## config.mk

```make
export PLATFORM = sky130hd
export DESIGN_NAME = misr32
export DESIGN_NICKNAME = d
export VERILOG_FILES = /design/src/rtl/mult_tester_pkg.sv /design/src/rtl/prod_result_checker_misr32.sv
export SDC_FILE = /design/constraint.sdc
export NUM_CORES = 1
export LEC_CHECK = 0
export BUFFER_PORTS_ARGS = -buffer_cell sky130_fd_sc_hd__buf_2
export CAP_MARGIN = 20
export CORE_UTILIZATION = 47
export DETAILED_ROUTE_END_ITERATION = 7
export GPL_TIMING_DRIVEN = 0
export PLACE_DENSITY = 0.92
export SLEW_MARGIN = 10
export SYNTH_ARGS = -nofsm -noshare
export SYNTH_HDL_FRONTEND = slang
export SYNTH_SLANG_ARGS = --single-unit
```

## constraint.sdc

```tcl
create_clock -name clock -period 3.44 [get_ports clock]
set_clock_uncertainty 0.15 [all_clocks]
set_input_delay 0.344 -clock clock [delete_from_list [all_inputs] [get_ports clock]]
set_output_delay 0.344 -clock clock [all_outputs]
set_load 0.02 [all_outputs]
```

## src/rtl/mult_tester_pkg.sv

```systemverilog
// Shared types and helpers for the multiplier tester: checker state encoding,
// MISR constants and the width-generic 32-bit XOR fold.
package mult_tester_pkg;

  typedef enum logic [1:0] {
    ST_IDLE = 2'd0,
    ST_RUN  = 2'd1,
    ST_DONE = 2'd2
  } state_t;

  localparam logic [31:0] MISR_POLY = 32'h04C11DB7;
  localparam logic [31:0] MISR_SEED = 32'hFFFFFFFF;

  // Widest vector fold32 accepts; callers zero-extend, and the padding chunks fold to zero.
  localparam int FOLD_MAX_W = 512;

  function automatic logic [31:0] fold32(input logic [FOLD_MAX_W-1:0] data);
    logic [31:0] acc;
    acc = '0;
    for (int i = 0; i < FOLD_MAX_W / 32; i++) begin
      acc ^= data[i*32 +: 32];
    end
    return acc;
  endfunction

endpackage

```

## src/rtl/prod_result_checker_misr32.sv

```systemverilog
// 32-bit MISR: folds a WIDTH-bit word to 32 bits and steps a Galois-style
// signature register when enabled; load restores the seed.
module misr32
  import mult_tester_pkg::*;
#(
  parameter int          WIDTH = 127,
  parameter logic [31:0] POLY  = MISR_POLY,
  parameter logic [31:0] SEED  = MISR_SEED
) (
  input  logic             clock,
  input  logic             resetn,
  input  logic             load,
  input  logic             en,
  input  logic [WIDTH-1:0] data_in,
  output logic [31:0]      sig
);

  logic [FOLD_MAX_W-1:0] data_ext;
  logic [31:0]           fold;
  logic [31:0]           sig_next;

  assign data_ext = FOLD_MAX_W'(data_in);
  assign fold     = fold32(data_ext);
  assign sig_next = {sig[30:0], 1'b0} ^ (sig[31] ? POLY : 32'h0) ^ fold;

  // NOTE: sequential state uses non-blocking (<=) so every flop samples pre-edge values.
  always_ff @(posedge clock or negedge resetn) begin
    if (!resetn) begin
      sig <= SEED;
    end else if (load) begin
      sig <= SEED;
    end else if (en) begin
      sig <= sig_next;
    end
  end

endmodule

```

# Yosys cells after proc, flatten, opt, wreduce, memory -nomap -nowiden
# Cells that the tools add are included.
# classes
n_mux	3
bitwise	5
n_reduce_logical	1
# ops
operator	count
bitwise XOR 32 bit	3
2-to-1 mux 32 bit	2
bitwise XOR 32 x 27 -> 32 bit	1
bitwise XOR 32 x 31 -> 32 bit	1
2-to-1 mux 27 bit	1
nonzero test 2 bit	1
# totals
register_bits	32
input_bits	131

# Depth between registers and ports, before layout
# logic_depth
ltp_word	6
ltp_mapped	6
depth_no_buf	4

# Worst setup path after synthesis
# OpenSTA, ideal clock, no wires.
# synth_timing
kind	reg-to-reg
startpoint	register sig[31]
endpoint	register sig[11]
setup_ns	0.060
arrival_ns	1.531
required_time_ns	3.230
slack_ns	1.699
path_stages_with_launch	7
path_buffers	2
synth_period_minus_slack_ns	1.741
path_cell_list	dfstp_2 -> buf_6 -> buf_12 -> xnor2_2 -> xnor3_1 -> a21oi_1 -> or2_1
# synth_via
elab_chain_len	5
# synth_lines
element	line_no	rtl
from (decl)	prod_result_checker_misr32.sv:15	output logic [31:0] sig
from (signal assigned)	prod_result_checker_misr32.sv:33	sig <= sig_next;
2-to-1 mux 27 bit	prod_result_checker_misr32.sv:24	assign sig_next = {sig[30:0], 1'b0} ^ (sig[31] ? POLY : 32'h0) ^ fold;
bitwise XOR 32 x 27 -> 32 bit	prod_result_checker_misr32.sv:24	
bitwise XOR 32 bit	prod_result_checker_misr32.sv:24	
2-to-1 mux 32 bit	prod_result_checker_misr32.sv:32	end else if (en) begin
2-to-1 mux 32 bit	prod_result_checker_misr32.sv:30	end else if (load) begin
# No other way between the ends. The select of a mux whose other input is x is not followed.
# A chain may end at the register's enable or synchronous reset.

# Worst setup path after layout
# layout_timing
startpoint	register sig[31]
endpoint	register sig[7]
# Same word-level chain as after synthesis.

==> summary.md <==
| Metric | Value |
|---|---|
| # rows | `26` |
| Final setup viols | `0` |
| Largest reg by FF count | `sig` |
| Crit path max-delay cell type | `dfstp_2` |
| Placed Area | `3550 um2` |
| RSZ-0062 raised after global routing | `false` |
| Dpl ws | `1.58 ns` |
| Period utilization | `53.6%` |
| TNS Setup | `0 ns` |
| Hold Crit Depth | `2` |
| Number of port buffers | `162` |
| Slowest stage delay, CP | `0.53 ns` |
| Worst Setup Start Kind | `register` |
| Post-Route WL | `6.69 mm` |
| Final GP Congestion | `0.736` |
| Cell accounting for the most synthesized area | `dfstp_2` |
| Die width | `77.1 um` |
| Diodes inserted | `0` |
| Largest delay contributor family on the critical path | `flip-flops` |
| Num CTS Buffers | `5` |
| Crit. path cell count | `6` |
| 1st-iter DRT viols | `51` |
| Io pins | `163` |
| FFs w/ async S/R, synth | `100%` |
| WL per Instance | `13.7 um` |
| Critical path class | `register to register` |
| Starting density of the core | `50.3%` |
| Max-capacitance violation count | `0` |
| H-Tree Level Count | `2` |
| Worst Path Required | `3.51 ns` |
| Number of global-route vias before repair | `2,441` |
| CTS sink cnt | `32` |
| Compound-Gate Fraction of Synth Area | `9.43%` |
| Most used DFF post-synth | `dfstp_2` |
| Max Freq | `543 MHz` |
| Routed vias/inst | `4.75` |
| Tmin final | `1.84 ns` |
| Final HPWL DP | `5.44 mm` |
| CP max FO | `10` |
| Status | `complete, no violations` |
| Clock buffer depth | `2` |
| Core ar. | `5270 um2` |
| EDFF count, synth | `0` |
| Synth warn | `0` |
| Adder-Cell Fraction of Synth Area | `0%` |
| Clk slew on worst S/H paths | `0.07 ns` |
| Dominant cells by area after synthesis | `dfstp_2 32%, xnor2_1 25%, xnor3_1 11%` |
| Design Area, Final | `3640 um2` |
| Reg2Reg Depth | `6` |
| CTS tree | `yes` |
| Post-CTS setup buffers | `0` |
| Largest family of logic cells by synthesized area | `XOR/XNOR gates` |
| Mux cell area share after synthesis | `0%` |
| Cells after synthesis | `249` |
| Largest regs | `sig: 32 flops` |
| Setup slack after layout | `1.60 ns` |
| DR pass1 iterations | `4` |
| Initial antenna violation count | `0` |
| DRC viols | `0` |
| WP buf/inv | `2` |
| Fin. Hold Viols | `0` |
| Total power | `1540 uW` |
| Data arrival, critical path | `1.91 ns` |
| Die Y | `77.1 um` |
| Area share of the largest cell type after synthesis | `31.7%` |
| Layout net count | `549` |
| Synth Area in Simple Gates | `5.28%` |
| Hold Crit Class | `input pin to register` |
| Fin cells | `489` |
| Global-route wire length before repair | `10.8 mm` |
| Avg Inst Size Synth | `10.7 um2` |
| Largest net degree at the start of global routing | `33` |
| Die area | `5950 um2` |
| Worst-Skew Late Latency | `0.28 ns` |
| Peak VDD IR | `0.294 mV` |
| Commonest cells in the netlist | `75 x xnor2_1, 32 x a21oi_1, 32 x dfstp_2, 31 x xor2_1, 18 x o21ai_0` |
| Cell count after placement | `481` |
| Synthesized area | `2650 um2` |
| Via count | `2,323` |
| Power density cells | `422 nW/um2` |
| # hold bufs at CTS | `0` |
| Worst slew margin | `52.2%` |
| Layout cells sized above 1 | `50.6%` |
| Synthesized Nets | `380` |
| CTS Root Buffer Type | `clkbuf_8` |
| Most common cell in the netlist | `xnor2_1` |
| CP cell instances | `buf_6 -> buf_12 -> xnor2_2 -> xnor3_1 -> a21oi_1 -> or2_1` |
| Area growth syn-to-layout | `37.3%` |
| Number of flip-flops under the largest register name | `32` |
| Worst-margin pin slew | `0.717 ns` |
| Grt total ovfl | `0` |
| Total global-route track usage | `23.2%` |
| #FFs+latches synth | `32` |
| Seq/Total Area, Yosys | `31.7%` |
| Slew Limit Fails | `0` |
| Endpoint class of the critical path | `register` |
| Post-synthesis xor/xnor area fraction | `50.9%` |
| Netlist cell types | `16` |
| Final antenna-violating net count | `0` |
| Leakage | `0.00170 uW` |
| Post-cts resize count | `0` |
## worst reg2reg max path: cells and delay by family (launching register included)
kind | cells | cell delay [ns]
flops | 1 | 0.53
xor+xnor | 2 | 0.47
buf+inv | 2 | 0.33
simple gates | 1 | 0.13
compound gates | 1 | 0.17
## metal layers
layer  GRT usage (%)  wire length (um)  vias to the layer above
li1                -                 -                     1142
met3            3.93               367                       12
met1            24.2              2540                     1065
met4            7.74               111                        0
met2            45.9              3670                      104
met5               0                 0                        -
## power by group
group | switching, uW | total [uW] | internal [uW]
Sequential | 56.3 | 527 | 471
Combinational | 314 | 716 | 402
Clock | 131 | 294 | 163
Total | 501 | 1540 | 1040
## cells by family after synthesis
logic type,Yosys count
and+or+nand+nor,28
xor gates and xnor gates,127
AOI/OAI and AO/OA,50
buffers and inverters,12
DFF,32
## final timing paths
path                                      from                  end  slack, ns
hold / removal                            load  sig[31]$_DFFE_PN1P_       0.17
setup reg to reg           sig[31]$_DFFE_PN1P_   sig[7]$_DFFE_PN1P_       1.60
hold reg to reg            sig[28]$_DFFE_PN1P_  sig[28]$_DFFE_PN1P_       0.42
setup / recovery           sig[31]$_DFFE_PN1P_   sig[7]$_DFFE_PN1P_       1.60
max in group asynchronous               resetn   sig[8]$_DFFE_PN1P_       2.75
min in group asynchronous               resetn   sig[5]$_DFFE_PN1P_       0.36
## cells in the final DEF, fill, tap and decap left out
cell type    n
clkbuf_8     6
o21ai_0     18
xnor3_1     13
xor2_1      31
xnor2_2      8
or2_1       13
clkinv_1     1
dfstp_2     32
or2_2        1
buf_12       1
nor2_1      14
buf_2      163
a21oi_1     32
clkbuf_1     9
buf_1        1
buf_6        1
xnor2_1     75
## area by class of cell
| type | count | area [um2] |
|---|---|---|
| well taps | 70 | 87.6 |
| repair buffers | 162 | 811 |
| plain buffers | 11 | 66.3 |
| flip-flops and latches | 32 | 841 |
| inverters | 1 | 3.75 |
| clock buffers | 8 | 90.1 |
| multi-input cells | 205 | 1740 |
| fillers | 457 | 1630 |
## metrics by stage
step | hold WS [ns] | util (%)
final | 0.174 | 69.1
after global placement | 0.399 | 67.4
after global routing | 0.190 | 69.1
after CTS | 0.166 | 69.1
after floorplan | 0.0462 | -
after detailed placement | 0.408 | 67.4
(Power assumes the default switching activity.)
